**config.mk**
```make
export PLATFORM = sky130hd
export DESIGN_NAME = sprite_anim_select
export DESIGN_NICKNAME = d
export VERILOG_FILES = /design/src/rtl/sprite_anim_select.sv
export SDC_FILE = /design/constraint.sdc
export NUM_CORES = 1
export LEC_CHECK = 0
export ABC_AREA = 1
export CAP_MARGIN = 20
export CORE_ASPECT_RATIO = 0.75
export CORE_MARGIN = 1.5
export CORE_UTILIZATION = 42
export DETAILED_ROUTE_END_ITERATION = 10
export GPL_ROUTABILITY_DRIVEN = 0
export PLACE_DENSITY_LB_ADDON = 0.1
export SETUP_SLACK_MARGIN = 0.02
export SYNTH_ARGS = -nofsm -noshare
export SYNTH_HDL_FRONTEND = slang
export SYNTH_SLANG_ARGS = --single-unit
```
**constraint.sdc**
```tcl
create_clock -name axi_aclk -period 3.53 [get_ports axi_aclk]
set_clock_uncertainty 0.1 [all_clocks]
set_input_delay 0.353 -clock axi_aclk [delete_from_list [all_inputs] [get_ports axi_aclk]]
set_output_delay 0.353 -clock axi_aclk [all_outputs]
set_load 0.005 [all_outputs]
```
**src/rtl/sprite_anim_select.sv**
```systemverilog
// Two-stage registered sprite source select with vsync-driven animation pairing and
// background substitution for transparent pixels. Every output comes straight from a flop.
module sprite_anim_select #(
    parameter int unsigned      WIDTH       = 4,
    parameter int unsigned      NUM_SRC     = 32,
    parameter int unsigned      SEL_W       = $clog2(NUM_SRC),
    parameter int unsigned      BKG_IDX     = 31,
    parameter logic [WIDTH-1:0] TRANSPARENT = '0,
    parameter int unsigned      ANIM_DIV    = 30
) (
    input  logic               axi_aclk,
    input  logic               axi_aresetn,
    input  logic               pix_valid_in,
    input  logic [WIDTH-1:0]   IN [NUM_SRC],
    input  logic [SEL_W-1:0]   S,
    input  logic [NUM_SRC-1:0] anim_mask,
    input  logic               vsync,
    input  logic               anim_freeze,
    output logic [WIDTH-1:0]   OUT,
    output logic               out_valid,
    output logic               out_transparent,
    output logic               frame_bit
);

    localparam int unsigned      CNT_W    = $clog2(ANIM_DIV + 1);
    localparam logic [CNT_W-1:0] CNT_LAST = CNT_W'(ANIM_DIV - 1);

    logic             r_vs_d;
    logic [CNT_W-1:0] r_cnt;
    logic             r_frame_bit;

    logic             r_v1;
    logic [WIDTH-1:0] r_sel_pix;
    logic [WIDTH-1:0] r_bkg_pix;

    logic             r_out_valid;
    logic [WIDTH-1:0] r_out;
    logic             r_out_transparent;

    logic             w_vs_edge;
    logic             w_s_in_range;
    logic             w_s_not_last;
    logic             w_anim;
    logic [SEL_W-1:0] w_eff;
    logic [WIDTH-1:0] w_sel_pix;

    always_comb begin
        w_vs_edge    = vsync & ~r_vs_d;
        w_s_in_range = (32'(S) < NUM_SRC);
        w_s_not_last = (32'(S) < (NUM_SRC - 1));
        // The top source never pairs upward, so its mask bit is a don't-care.
        w_anim       = w_s_in_range && anim_mask[S] && r_frame_bit && w_s_not_last;
        w_eff        = w_anim ? (S + SEL_W'(1)) : S;
        w_sel_pix    = w_s_in_range ? IN[w_eff] : '0;
    end

    always_ff @(posedge axi_aclk) begin
        if (!axi_aresetn) begin
            r_vs_d            <= 1'b0;
            r_cnt             <= '0;
            r_frame_bit       <= 1'b0;
            r_v1              <= 1'b0;
            r_sel_pix         <= '0;
            r_bkg_pix         <= '0;
            r_out_valid       <= 1'b0;
            r_out             <= '0;
            r_out_transparent <= 1'b0;
        end else begin
            r_vs_d <= vsync;

            // Edges seen while frozen are dropped, not deferred.
            if (w_vs_edge && !anim_freeze) begin
                if (r_cnt == CNT_LAST) begin
                    r_cnt       <= '0;
                    r_frame_bit <= ~r_frame_bit;
                end else begin
                    r_cnt <= r_cnt + CNT_W'(1);
                end
            end

            r_v1      <= pix_valid_in;
            r_sel_pix <= w_sel_pix;
            r_bkg_pix <= IN[BKG_IDX];

            r_out_valid <= r_v1;
            if (r_v1 && (r_sel_pix == TRANSPARENT)) begin
                r_out             <= r_bkg_pix;
                r_out_transparent <= 1'b1;
            end else if (r_v1) begin
                r_out             <= r_sel_pix;
                r_out_transparent <= 1'b0;
            end else begin
                r_out             <= '0;
                r_out_transparent <= 1'b0;
            end
        end
    end

    assign OUT             = r_out;
    assign out_valid       = r_out_valid;
    assign out_transparent = r_out_transparent;
    assign frame_bit       = r_frame_bit;

endmodule

```
Word-level counts from Yosys, hierarchy flattened
Cells that the tools add are included.
Cells by class
  reductions and logical operators: 7
  mux-type cells: 10
  add/sub/neg operators: 2
  eq/ne operators: 1
  bitwise operators: 4
  magnitude comparators: 3
Operators by type and width (number)
  4-bit binary-select mux with 5-bit select: 1
  4-bit two-way mux: 4
  5-bit by 1-bit adder with 5-bit output, second input constant: 2
  5-bit two-way mux: 2
  6-bit greater-or-equal comparator, second input constant: 1
  5-bit by 6-bit < comparator with 1-bit output, second input constant: 1
  5-bit NOT with 6-bit output: 1
  1-bit binary-select mux with 5-bit select: 1
  5-bit equality test, second input constant: 1
  5-bit < comparator, second input constant: 1
  1-bit logical AND: 4
  4-bit zero test: 1
  1-bit two-way mux: 2
  1-bit NOT: 2
  2-bit AND reduction: 1
  1-bit bitwise AND: 1
  1-bit zero test: 1
Word-level totals
  input bits: 170
  logic and storage cells: 36
  register bits after elaboration: 22

Depth between registers and ports, before layout
  depth in word-level cells: 9
  mapped depth: 20

Worst setup path before layout
Ideal clock, no wire load.
  path type: input to register
  start point: input S[0]
  end point: register r_sel_pix[0]
  setup time: 0.113 ns
  stages: 19
  path slack: 1.262 ns
  path buffers: 4
  arrival time: 2.056 ns
  cells stage by stage: buf_4 > inv_2 > buf_6 > nand2_1 > nand3_1 > nand3_1 > nand3_1 > nand2_2 > nand3_4 > nand2_4 > nand2_2 > buf_6 > buf_6 > o211ai_1 > nand2_1 > nor2_1 > nor2_1 > nor2_1 > nor2_1
On the way
  longest elaborated chain between the ends: 9
  elaborated cells on any way between the ends: 11
  classes of those cells: 1 x add/sub; 1 x order compare; 6 x mux; 1 x bitwise; 2 x reduce/logical
Ends and longest elaborated chain
  start, declared: RTL line 15  | input logic [SEL_W-1:0] S,
  1-bit binary-select mux with 5-bit select: RTL line 52  | w_anim = w_s_in_range && anim_mask[S] && r_frame_bit && w_s_not_last;
  1-bit two-way mux (implied by the code): RTL line 52
  1-bit logical AND (2 in a row): RTL line 52
  5-bit two-way mux (*): RTL line 53  | w_eff = w_anim ? (S + SEL_W'(1)) : S;
  5-bit NOT with 6-bit output (implied by the code) (*): RTL line 54  | w_sel_pix = w_s_in_range ? IN[w_eff] : '0;
  4-bit binary-select mux with 5-bit select (*): RTL line 54
  4-bit two-way mux (implied by the code) (*) (2 in a row): RTL line 54
  end signal, assigned: RTL line 82  | r_sel_pix <= w_sel_pix;
  end, declared: RTL line 33  | logic [WIDTH-1:0] r_sel_pix;
Every way passes the cells marked *; elsewhere a longest branch is shown, timed or not. The select of a mux whose other input is x is not followed.
A chain may end at the register's enable or synchronous reset.

Worst setup path in the final report
  start point: input S[0]
  end point: register r_sel_pix[3]
Same word-level chain as after synthesis.

==> summary.txt <==
Route
  • Post-DRT Antenna Nets: 0
  • Initial DRC count: roughly 210
  • Residual DRC: 0
  • Via count: 3991
  • Post-DR wirelength/cell: between 10 and 15 um
  • Mean number of vias per cell: between 5 and 6
  • DR pass1 iterations: 5
  • Drt total wl: 10200 um

CTS
  • CTS sink cnt: 22
  • Clock Latency Late Sink: 260 ps
  • Clock slew at reported path FFs: about 80 ps
  • TritonCTS clock tree: done
  • Post-CTS Setup Bufs: 0
  • CTS resizes: 0
  • CTS Buffer Depth: 2
  • Root Buffer: clkbuf_8
  • Hold_buf cts: 0
  • CTS buffer count: 3
  • H-tree depth: 1

Worst setup path
  • Startpoint Class: primary input
  • Worst Path Arrival: 3190 ps
  • Critical-path cell list: clkdlybuf4s50_1 > buf_4 > nor2_1 > nor2_1 > o21ai_1 > nand3_1 > nand3_1 > nand2_2 > nand4_4 > nand2_2 > buf_12 > inv_1 > nand2_1 > nand2_1 > nand2_1 > nand3_1 > nand2_1 > nor2_1 > nor2_1 > nor2_1
  • Worst-path maximum fanout: 55
  • Bufs and invs on worst path: 4
  • Cell family with most CP delay: simple AND/OR/NAND/NOR gates
  • Worst Setup Path Type: in2reg
  • Cell mode on critical path: nor2_1
  • Worst stage delay on the critical path: approximately 670 ps
  • Crit path capture type: flip-flop
  • CP required: about 3600 ps
  • Max stage delay cell, worst path: clkdlybuf4s50_1

Floorplanning
  • Ports: 177
  • Die Y: about 76 um
  • Initial cell density of the core: 43.7%
  • CORE AREA: 6830 sq um
  • Horiz. Die Dim: 100 um
  • Row count: 26
  • Full die area: 7630 sq um

Timing
  • Final Hold Viols: 0
  • Clock period minus worst slack: around 3100 ps
  • Worst-Margin Slew: 499 ps
  • Final setup TNS: 0 ps
  • Relative slew margins: 66.6%
  • Max Fclk: 319 MHz
  • Unrepaired setup endpoints after global routing: false
  • Worst hold slack: 349 ps
  • Final period utilization: 88.8%
  • Final WS setup: 396 ps
  • Final max-slew violation count: 0
  • Setup Viol. Count Final: 0

Synthesis
  • EDFF count, synth: 0
  • Synth Net Count: approximately 720
  • Dominant synthesized flop cell: dfxtp_1
  • Main combinational cell family by area after synthesis: simple AND/OR/NAND/NOR gates
  • Mux contribution to synthesized area: 0%
  • Avg Inst Size Synth: 5.49 sq um
  • Yosys cell types: 31
  • Async SR Flop Fraction: 0%
  • Sequential area share after synthesis: between 10% and 20%
  • Post-Synth XOR/XNOR Area: 2.26%
  • #FFs+latches synth: 22
  • Synth Area in Compound Gates: around 5.6%
  • Synthesized area: 2990 sq um
  • Simple-gate area share of the yosys netlist: 56.4%
  • Adder-cell share of the synthesized area: 1.26%
  • YS warnings: 0
  • Cells after synthesis: 544

Power and ir drop
  • PwrDens: ~180 nW/um^2
  • Static leakage: 2.37 nW
  • VDD IR max: 0.142 mV

Job
  • Max-cap viol count: 0

Cells and area
  • Layout cell share with drive strength beyond 1: 4.82%
  • Finished Layout Cells: 789
  • Final-stage net count: 879
  • Post-layout util: 70.9%
  • Layout area overhead: 62.0%
  • N_diodes: 0

Global routing
  • Total congestion overflow: 0
  • Largest net degree at the start of global routing: 56
  • Initial antenna violation count: 0
  • Total track usage: 26.8%
  • Number of global-route vias before repair: 3832
  • First-pass GRT wire length: 16900 um

Hold path
  • Worst min path class: reg2reg

Place
  • Hpwl dp: approximately 8000 um
  • Pre-CTS setup slack: between 100 and 150 ps
  • Placed insts: 785
  • I/O Buffers: 175

Outcome
  • Outcome: completed
## sequential cells by signal, indices dropped and copies added, names as in the netlist
signal / count
frame_bit: 1
r_v1: 1
r_cnt: 5
r_vs_d: 1
r_bkg_pix: 4
out_transparent: 1
OUT: 4
r_sel_pix: 4
out_valid: 1
## worst min-delay path: stages, from the launching register on
cell and delay, ps:
dfxtp_1 310, nand2_1 40, o21ai_0 60
## power by group
| part | internal (W) | switching (W) | total (W) | leakage, nW |
|---|---|---|---|---|
| Combinational | 0.000263 | 0.000186 | 0.000450 | 2.16 |
| Sequential | 0.000260 | 0.00000550 | 0.000266 | 0.181 |
| Clock | 0.0000993 | 0.0000801 | 0.000179 | 0.0288 |
## stage by stage
step / total power (W) / area, sq um
4_1_cts: 0.000896 / 4840
3_3_place_gp: 0.000712 / 4790
3_5_place_dp: 0.000719 / 4790
5_1_grt: 0.000959 / 4840
6_report: 0.000895 / 4840
2_1_floorplan: 0.000482 / 2990
## final timing paths
check	slack, ps	end	depth (start not counted)	start
max	400	r_sel_pix[3]	20	S[0]
max reg2reg	1420	r_sel_pix[3]	12	frame_bit
min	350	OUT[2]	2	r_bkg_pix[2]
min reg2reg	350	OUT[2]	2	r_bkg_pix[2]
## layer usage
metal / vias to the layer above / GRT usage (%) / part of all wire [%]
met5: - / 0 / 0
li1: 2025 / - / -
met2: 172 / 46.3 / 46
met3: 10 / 5.05 / 9.1
met1: 1784 / 35.4 / 43
met4: 0 / 4.08 / 0.97
## cell families after synthesis
logic type / after synthesis
simple gates: 351
buf+inv: 137
compound gates: 25
flops: 22
xor+xnor: 6
fa+ha+maj: 3
## synthesized netlist by cell type (3+ instances only)
library cell    n  share of area (%)
inv_1         102                 13
buf_2          14                2.3
nand3_1       121                 20
a21oi_1         3               0.50
o211ai_1       12                3.0
ha_1            3                1.3
o21ai_0         6                1.0
nand2_1       142                 18
nor2_1         36                4.5
buf_6           7                2.6
dfxtp_1        22                 15
nand2_2         3               0.63
inv_2           4               0.50
clkbuf_1        6               0.75
nand3b_1       40                 10
## final cells by class
class / instances / area (sq um)
Fill cell: 623 / 1990
Multi-Input combinational cell: 385 / 1960
Timing Repair Buffer: 188 / 1890
Sequential cell: 22 / 440
Inverter: 106 / 398
Tap cell: 84 / 105
Clock buffer: 4 / 55.1
## placed cells by master (no fill, tap or decap), types with 2 or more instances in the layout
cell type	n
a22o_1	2
buf_4	10
a21oi_1	3
xor2_2	2
nand3b_1	40
inv_1	102
nand2_1	142
clkdlybuf4s50_1	175
buf_12	3
nor2_2	2
xor2_1	2
inv_2	4
nor2_1	36
clkbuf_8	4
nand2_2	3
o211ai_1	12
xnor2_1	2
dfxtp_1	22
ha_1	3
nand3_1	121
o21ai_0	6
No activity file was read; power rests on OpenSTA's default activity.
